File: src/rtl/pcie_phy_pkg.sv
// Shared PCIe PHY lane definitions: lane-word layout and the lane phase encoding
// used by the 2:4 demux (and the matching 4:2 mux).
package pcie_phy_pkg;

  localparam int unsigned DATA_W    = 8;
  localparam int unsigned VALID_BIT = DATA_W;

  typedef enum logic [1:0] {
    IDLE = 2'b00,
    PH_A = 2'b01,
    PH_B = 2'b10
  } phase_e;

  typedef struct packed {
    logic              valid;
    logic [DATA_W-1:0] data;
  } lane_word_t;

endpackage

File: src/rtl/lane_phase_tracker.sv
// Lane pair phase tracker: aligns on the first valid in0 word, then alternates
// capture (phase A) and publish (phase B) forever until reset.
module lane_phase_tracker
  import pcie_phy_pkg::*;
(
  input  logic clk,
  input  logic reset,
  input  logic in0_valid,
  output logic cap_a,
  output logic pub_b
);

  phase_e state;
  phase_e state_nxt;

  always_ff @(posedge clk or negedge reset) begin
    if (!reset) begin
      state <= IDLE;
    end else begin
      state <= state_nxt;
    end
  end

  // Strobes qualify the edge that ends the current state.
  always_comb begin
    state_nxt = state;
    cap_a     = 1'b0;
    pub_b     = 1'b0;
    unique case (state)
      IDLE: begin
        if (in0_valid) begin
          state_nxt = PH_B;
          cap_a     = 1'b1;
        end
      end
      PH_A: begin
        state_nxt = PH_B;
        cap_a     = 1'b1;
      end
      PH_B: begin
        state_nxt = PH_A;
        pub_b     = 1'b1;
      end
      default: state_nxt = IDLE;
    endcase
  end

endmodule

File: src/rtl/demux2x4_behav.sv
// Two-lane to four-lane deserializing demux: restores four time-aligned lanes
// every second clock. DEMUX2X4_HOLD_EN keeps the data field of invalid lanes.
module demux2x4_behav #(
  parameter int unsigned DATA_W = pcie_phy_pkg::DATA_W
) (
  input  logic            clk,
  input  logic            reset,
  input  logic [DATA_W:0] in0,
  input  logic [DATA_W:0] in1,
  output logic [DATA_W:0] out0,
  output logic [DATA_W:0] out1,
  output logic [DATA_W:0] out2,
  output logic [DATA_W:0] out3
);

  localparam int unsigned LW = DATA_W + 1;
`ifdef DEMUX2X4_HOLD_EN
  localparam bit HOLD_EN = 1'b1;
`else
  localparam bit HOLD_EN = 1'b0;
`endif

  logic          cap_a;
  logic          pub_b;
  logic [LW-1:0] hold0;
  logic [LW-1:0] hold1;

  lane_phase_tracker u_tracker (
    .clk       (clk),
    .reset     (reset),
    .in0_valid (in0[DATA_W]),
    .cap_a     (cap_a),
    .pub_b     (pub_b)
  );

  // Invalid words publish with valid cleared; data either held or zeroed.
  function automatic logic [LW-1:0] lane_next(input logic [LW-1:0]     w,
                                              input logic [DATA_W-1:0] prev_data);
    if (w[DATA_W]) begin
      return w;
    end
    return HOLD_EN ? {1'b0, prev_data} : '0;
  endfunction

  always_ff @(posedge clk or negedge reset) begin
    if (!reset) begin
      hold0 <= '0;
      hold1 <= '0;
    end else if (cap_a) begin
      hold0 <= in0;
      hold1 <= in1;
    end
  end

  // Publish edge: lanes 0/1 from the held pair, lanes 2/3 straight from the inputs.
  always_ff @(posedge clk or negedge reset) begin
    if (!reset) begin
      out0 <= '0;
      out1 <= '0;
      out2 <= '0;
      out3 <= '0;
    end else if (pub_b) begin
      out0 <= lane_next(hold0, out0[DATA_W-1:0]);
      out1 <= lane_next(hold1, out1[DATA_W-1:0]);
      out2 <= lane_next(in0,   out2[DATA_W-1:0]);
      out3 <= lane_next(in1,   out3[DATA_W-1:0]);
    end
  end

endmodule

File: config.mk
export PLATFORM = sky130hd
export DESIGN_NAME = demux2x4_behav
export DESIGN_NICKNAME = d
export VERILOG_FILES = /design/src/rtl/pcie_phy_pkg.sv /design/src/rtl/lane_phase_tracker.sv /design/src/rtl/demux2x4_behav.sv
export SDC_FILE = /design/constraint.sdc
export NUM_CORES = 1
export LEC_CHECK = 0
export ABC_CLOCK_PERIOD_IN_PS = 1600
export BUFFER_PORTS_ARGS = -buffer_cell sky130_fd_sc_hd__buf_4
export CAP_MARGIN = 30
export CORE_MARGIN = 2
export CORE_UTILIZATION = 55
export CTS_BUF_LIST = sky130_fd_sc_hd__clkbuf_4 sky130_fd_sc_hd__clkbuf_8
export DETAILED_ROUTE_END_ITERATION = 8
export HOLD_SLACK_MARGIN = 0.03
export PLACE_DENSITY = 0.85
export SETUP_SLACK_MARGIN = 0.4
export SYNTH_ARGS = -nofsm -noshare
export SYNTH_HDL_FRONTEND = slang
export SYNTH_SLANG_ARGS = --single-unit
File: constraint.sdc
create_clock -name clk -period 1.6 [get_ports clk]
set_input_delay 0.16 -clock clk [delete_from_list [all_inputs] [get_ports clk]]
set_output_delay 0.16 -clock clk [all_outputs]
set_load 0.05 [all_outputs]
# --- Word-level counts from Yosys, hierarchy flattened ---
# Cells that the tools add are included.
word_totals:
  elab_cells: 31
  regBits: 56
  output_inout_bits: 36
op_classes:
  reduce_logical: 1
  n_mux: 20
  eq_ne: 3
ops:
  columns: ["op", "count"]
  rows:
  - ["two-way mux 9 bit", 8]
  - ["two-way mux 1 bit", 9]
  - ["one-hot mux 2 bit (3 select lines)", 1]
  - ["== test 2 x 1 -> 1 bit, second input constant", 1]
  - ["== test 2 bit, second input constant", 1]
  - ["zero test 2 bit", 1]
  - ["two-way mux 2 bit", 1]
  - ["inequality test 2 bit, second input constant", 1]
  - ["one-hot mux 1 bit (2 select lines)", 1]

# --- Depth between registers and ports, before layout ---
logic_depth:
  depth_word: 4
  ltp_mapped: 4

# --- Modules after synthesis ---
# From an unflattened synthesis, not the netlist that was laid out.
hier_totals:
  cells_unflattened: 191
  hier_area_um2: 2257.2
modules_own_cells:
  columns: ["module", "cells_per_inst", "area_each_um2", "seq_area_each_um2", "n_inst"]
  rows:
  - ["demux2x4_behav", 185, 2174.6, 1351.3, 1]
  - ["lane_phase_tracker", 6, 82.6, 50.0, 1]

# --- Least setup slack after synthesis ---
# Ideal clock, no wire load.
synth_timing:
  path_type: "register to register"
  from: "register u_tracker.state[0]"
  to: "register hold0[3]"
  setup_time_ps: 125
  slack_ps: 381
  stages_incl_launch_ff: 5
  path_buffers: 2
  synth_period_minus_slack_ps: 1219
  arrival_time_ps: 1094
  t_required_ps: 1475
  path_cell_list: "dfrtp_1 -> o21bai_1 -> buf_6 -> buf_12 -> mux2_4"
synth_via:
  elab_chain_len: 2
synth_rtl:
  columns: ["element", "line", "source"]
  rows:
  - ["start: declaration", "lane_phase_tracker.sv:13", "phase_e state;"]
  - ["start signal: assignment", "lane_phase_tracker.sv:20", "state <= state_nxt;"]
  - ["== test 2 x 1 -> 1 bit or zero test 2 bit (tied branches)", "lane_phase_tracker.sv:29", "unique case (state)"]
  - ["one-hot mux 1 bit (2 select lines) (*)", "lane_phase_tracker.sv:29", null]
  - ["end signal: assignment", "demux2x4_behav.sv:50", "hold0 <= in0;"]
  - ["end: declaration", "demux2x4_behav.sv:25", "logic [LW-1:0] hold0;"]
# Every way passes the cells marked *; elsewhere a longest branch is shown, timed or not.
# A chain may end at the register's enable or synchronous reset.

# --- Final worst setup path ---
layout_timing:
  from: "register u_tracker.state[0]"
  to: "register out0[8]"
layout_via:
  elab_chain_len: 2
layout_rtl:
  columns: ["element", "line", "source"]
  rows:
  - ["== test 2 bit", "lane_phase_tracker.sv:29", null]
  - ["two-way mux 1 bit", "lane_phase_tracker.sv:29", null]
  - ["end signal: assignment", "demux2x4_behav.sv:63", "out0 <= lane_next(hold0, out0[DATA_W-1:0]);"]
  - ["end: declaration", "demux2x4_behav.sv:10", "output logic [DATA_W:0] out0,"]
# No other way between the ends.

==> reports/qor.yml <==
setup_path:
  setup.worst_path.end_class: "register"
  critPathSlowestCell: "dfrtp_2"
  critPathMaxFanout: 5
  path_cells: "nor2b_4 -> buf_4 -> mux2_2"
  max_stage_delay_ps: 460
  startpoint_type: "register"
  crit_arrival_ps: 1460
  critPathKind: "reg2reg"
  crit_required_ps: 1810
finish:
  final_common_cell: "buf_4"
  syn_to_final_growth_pct: 27.6
  drive_above_1_share: 0.381
  nNetsFinal: 271
  fillers: 291
  layout_common_cells: "58 x buf_4, 55 x dfrtp_1, 34 x inv_1"
  insertedDiodeCount: 0
sta:
  fin_crit_ps: 1260
  max_slew_margin: 0.544
  hold-worst-slack_ps: 82.0
  fin_crit_sh: 0.785
  hold_violations: 0
  tns_ps: 0
  slew_viol_final: 0
  rsz0062_at_grt: "yes"
  worst_pin_slew_ps: 684
  setup_viol: 0
  setup_slack_ps: 344
  skew_ps: 6.37
  fmax_mhz: 796
route:
  drt_wl_total_um: 4360
  drc: 0
  viasPerCell: 4.89
  dr.pass1.iters: 4
  vias: 1477
  ant_nets: 0
  drt_iter0_drc: 59
  wl_per_cell_um: 14.4
global_routing:
  grt_usage: 0.198
  grt_first_pass_wirelength_um: 7450
  grt_max_degree: 57
  grt_pass1_vias: 1616
  antenna_found_initial: 0
  grt_overflow: 0
synthesis:
  yosysSeqAreaShare: 0.595
  yosysWarningCount: 0
  syn_avg_cell_area_um2: 12.5
  ys_ff_latch: 56
  synthCells: 189
  yosysUniqueCellTypes: 15
  syn-cell-area_mm2: 0.00236
  syn-num-nets: 209
floorplanning:
  ios: 56
  die_area_mm2: 0.00482
  die_x_um: 69.5
  design.core.area_mm2: 0.00406
  num_rows: 23
  start_util: 0.581
  die_h_um: 69.5
power_and_ir_drop:
  ir_drop_mv: 1.43
  power.density_mw_per_mm2: 2380
  total_power_uw: 7170
  cellLeakagePower_uw: 0.00150
place:
  pre_cts_slack_ps: 231
  dp_hpwl_um: 3020
  globalplace.congestion: 0.722
  io_buffers: 55
cts:
  cts-htree-levels: 2
  cts.sinks: 56
  cts_buffers: 5
  clkLatencyLatePin_ps: 310
  root_buffer: "clkbuf_8"
  cts_tree: "yes"
  cts.path.max_buffers: 2
  clk_pin_slew_ps: 100
status:
  status: "complete, no violations"
worst_hold_path:
  hold_class: "in2reg"
flow_run:
  drv_cap: 0
-- per-layer routing --
layer,GRT usage,vias to the layer above,wire length [µm]
met4,0.0654,0,61
li1,-,711,-
met3,0.0523,6,241
met1,0.241,720,1850
met5,0,-,0
met2,0.341,40,2200
-- layout make-up --
type	count	area [µm²]	area share
clock buffer	7	96.3	0.0320
clock inverter	1	30.0	0.00999
inverter	34	128	0.0424
multi-input combinational	89	766	0.255
sequential	56	1400	0.467
tap	50	62.6	0.0208
timing repair buffer	65	522	0.174
-- report_power, final --
part	total, µW	internal (µW)	switching (µW)
Sequential	2510	2070	436
Combinational	3660	1410	2250
Clock	1000	553	447
Total	7170	4040	3130
-- worst max-delay path, delay by kind of cell (launching register included) --
family	cells	cell delay [ps]
and+or+nand+nor	1	220
muxes	1	320
DFF	1	460
buffers and inverters	1	150
-- per-stage QoR --
| step | util | cell area, µm² | instances |
|---|---|---|---|
| floorplan | - | 2360 | 189 |
| global placement | 0.688 | 2790 | 289 |
| detailed placement | 0.688 | 2790 | 289 |
| CTS | 0.731 | 2970 | 302 |
| global route | 0.741 | 3010 | 302 |
| finish | 0.741 | 3010 | 302 |
-- final timing paths --
kind | start | endpoint | slack [ps] | cells after the start
max reg2reg | u_tracker.state[0] | out0[8] | 340 | 3
min reg2reg | hold1[3] | hold1[3] | 520 | 1
min | in0[5] | hold0[5] | 80 | 2
max in group asynchronous | reset | u_tracker.state[0] | 690 | 2
max | u_tracker.state[0] | out0[8] | 340 | 3
min in group asynchronous | reset | hold0[2] | 430 | 2
-- flip-flops by register name (all words and copies together), names as in the netlist --
register / flops
out3: 9
out1: 9
hold0: 9
out2: 9
hold1: 9
u_tracker.state: 2
out0: 9
-- Yosys cell counts --
| master | instances | area [µm²] |
|---|---|---|
| dfrtp_1 | 56 | 1400 |
| inv_1 | 34 | 128 |
| mux2i_1 | 32 | 320 |
| nand2_1 | 32 | 120 |
| mux2_2 | 12 | 135 |
| mux2_4 | 9 | 135 |
| buf_6 | 4 | 45.0 |
| buf_1 | 2 | 7.51 |
| clkbuf_1 | 2 | 7.51 |
| a22o_1 | 1 | 8.76 |
| buf_12 | 1 | 20.0 |
| buf_4 | 1 | 7.51 |
| nand2b_1 | 1 | 6.26 |
| nor2b_1 | 1 | 6.26 |
| o21bai_1 | 1 | 7.51 |
-- cell families after synthesis --
group / after synthesis / share of synthesized area
flops: 56 / 0.595
mux: 53 / 0.251
buf+inv: 44 / 0.0913
simple gates: 34 / 0.0563
compound gates: 2 / 0.00691
-- repair_timing --
action | in CTS | in global routing
setup endpoints to repair | 43 | 44
setup buffers | 4 | 0
hold buffers | 1 | 0
pin swaps | 0 | 0
endpoints found under the hold margin | 56 | 0
gates resized for setup | 2 | 10
cloned | 0 | 0
Note: power is estimated with default switching activity, not from simulation.
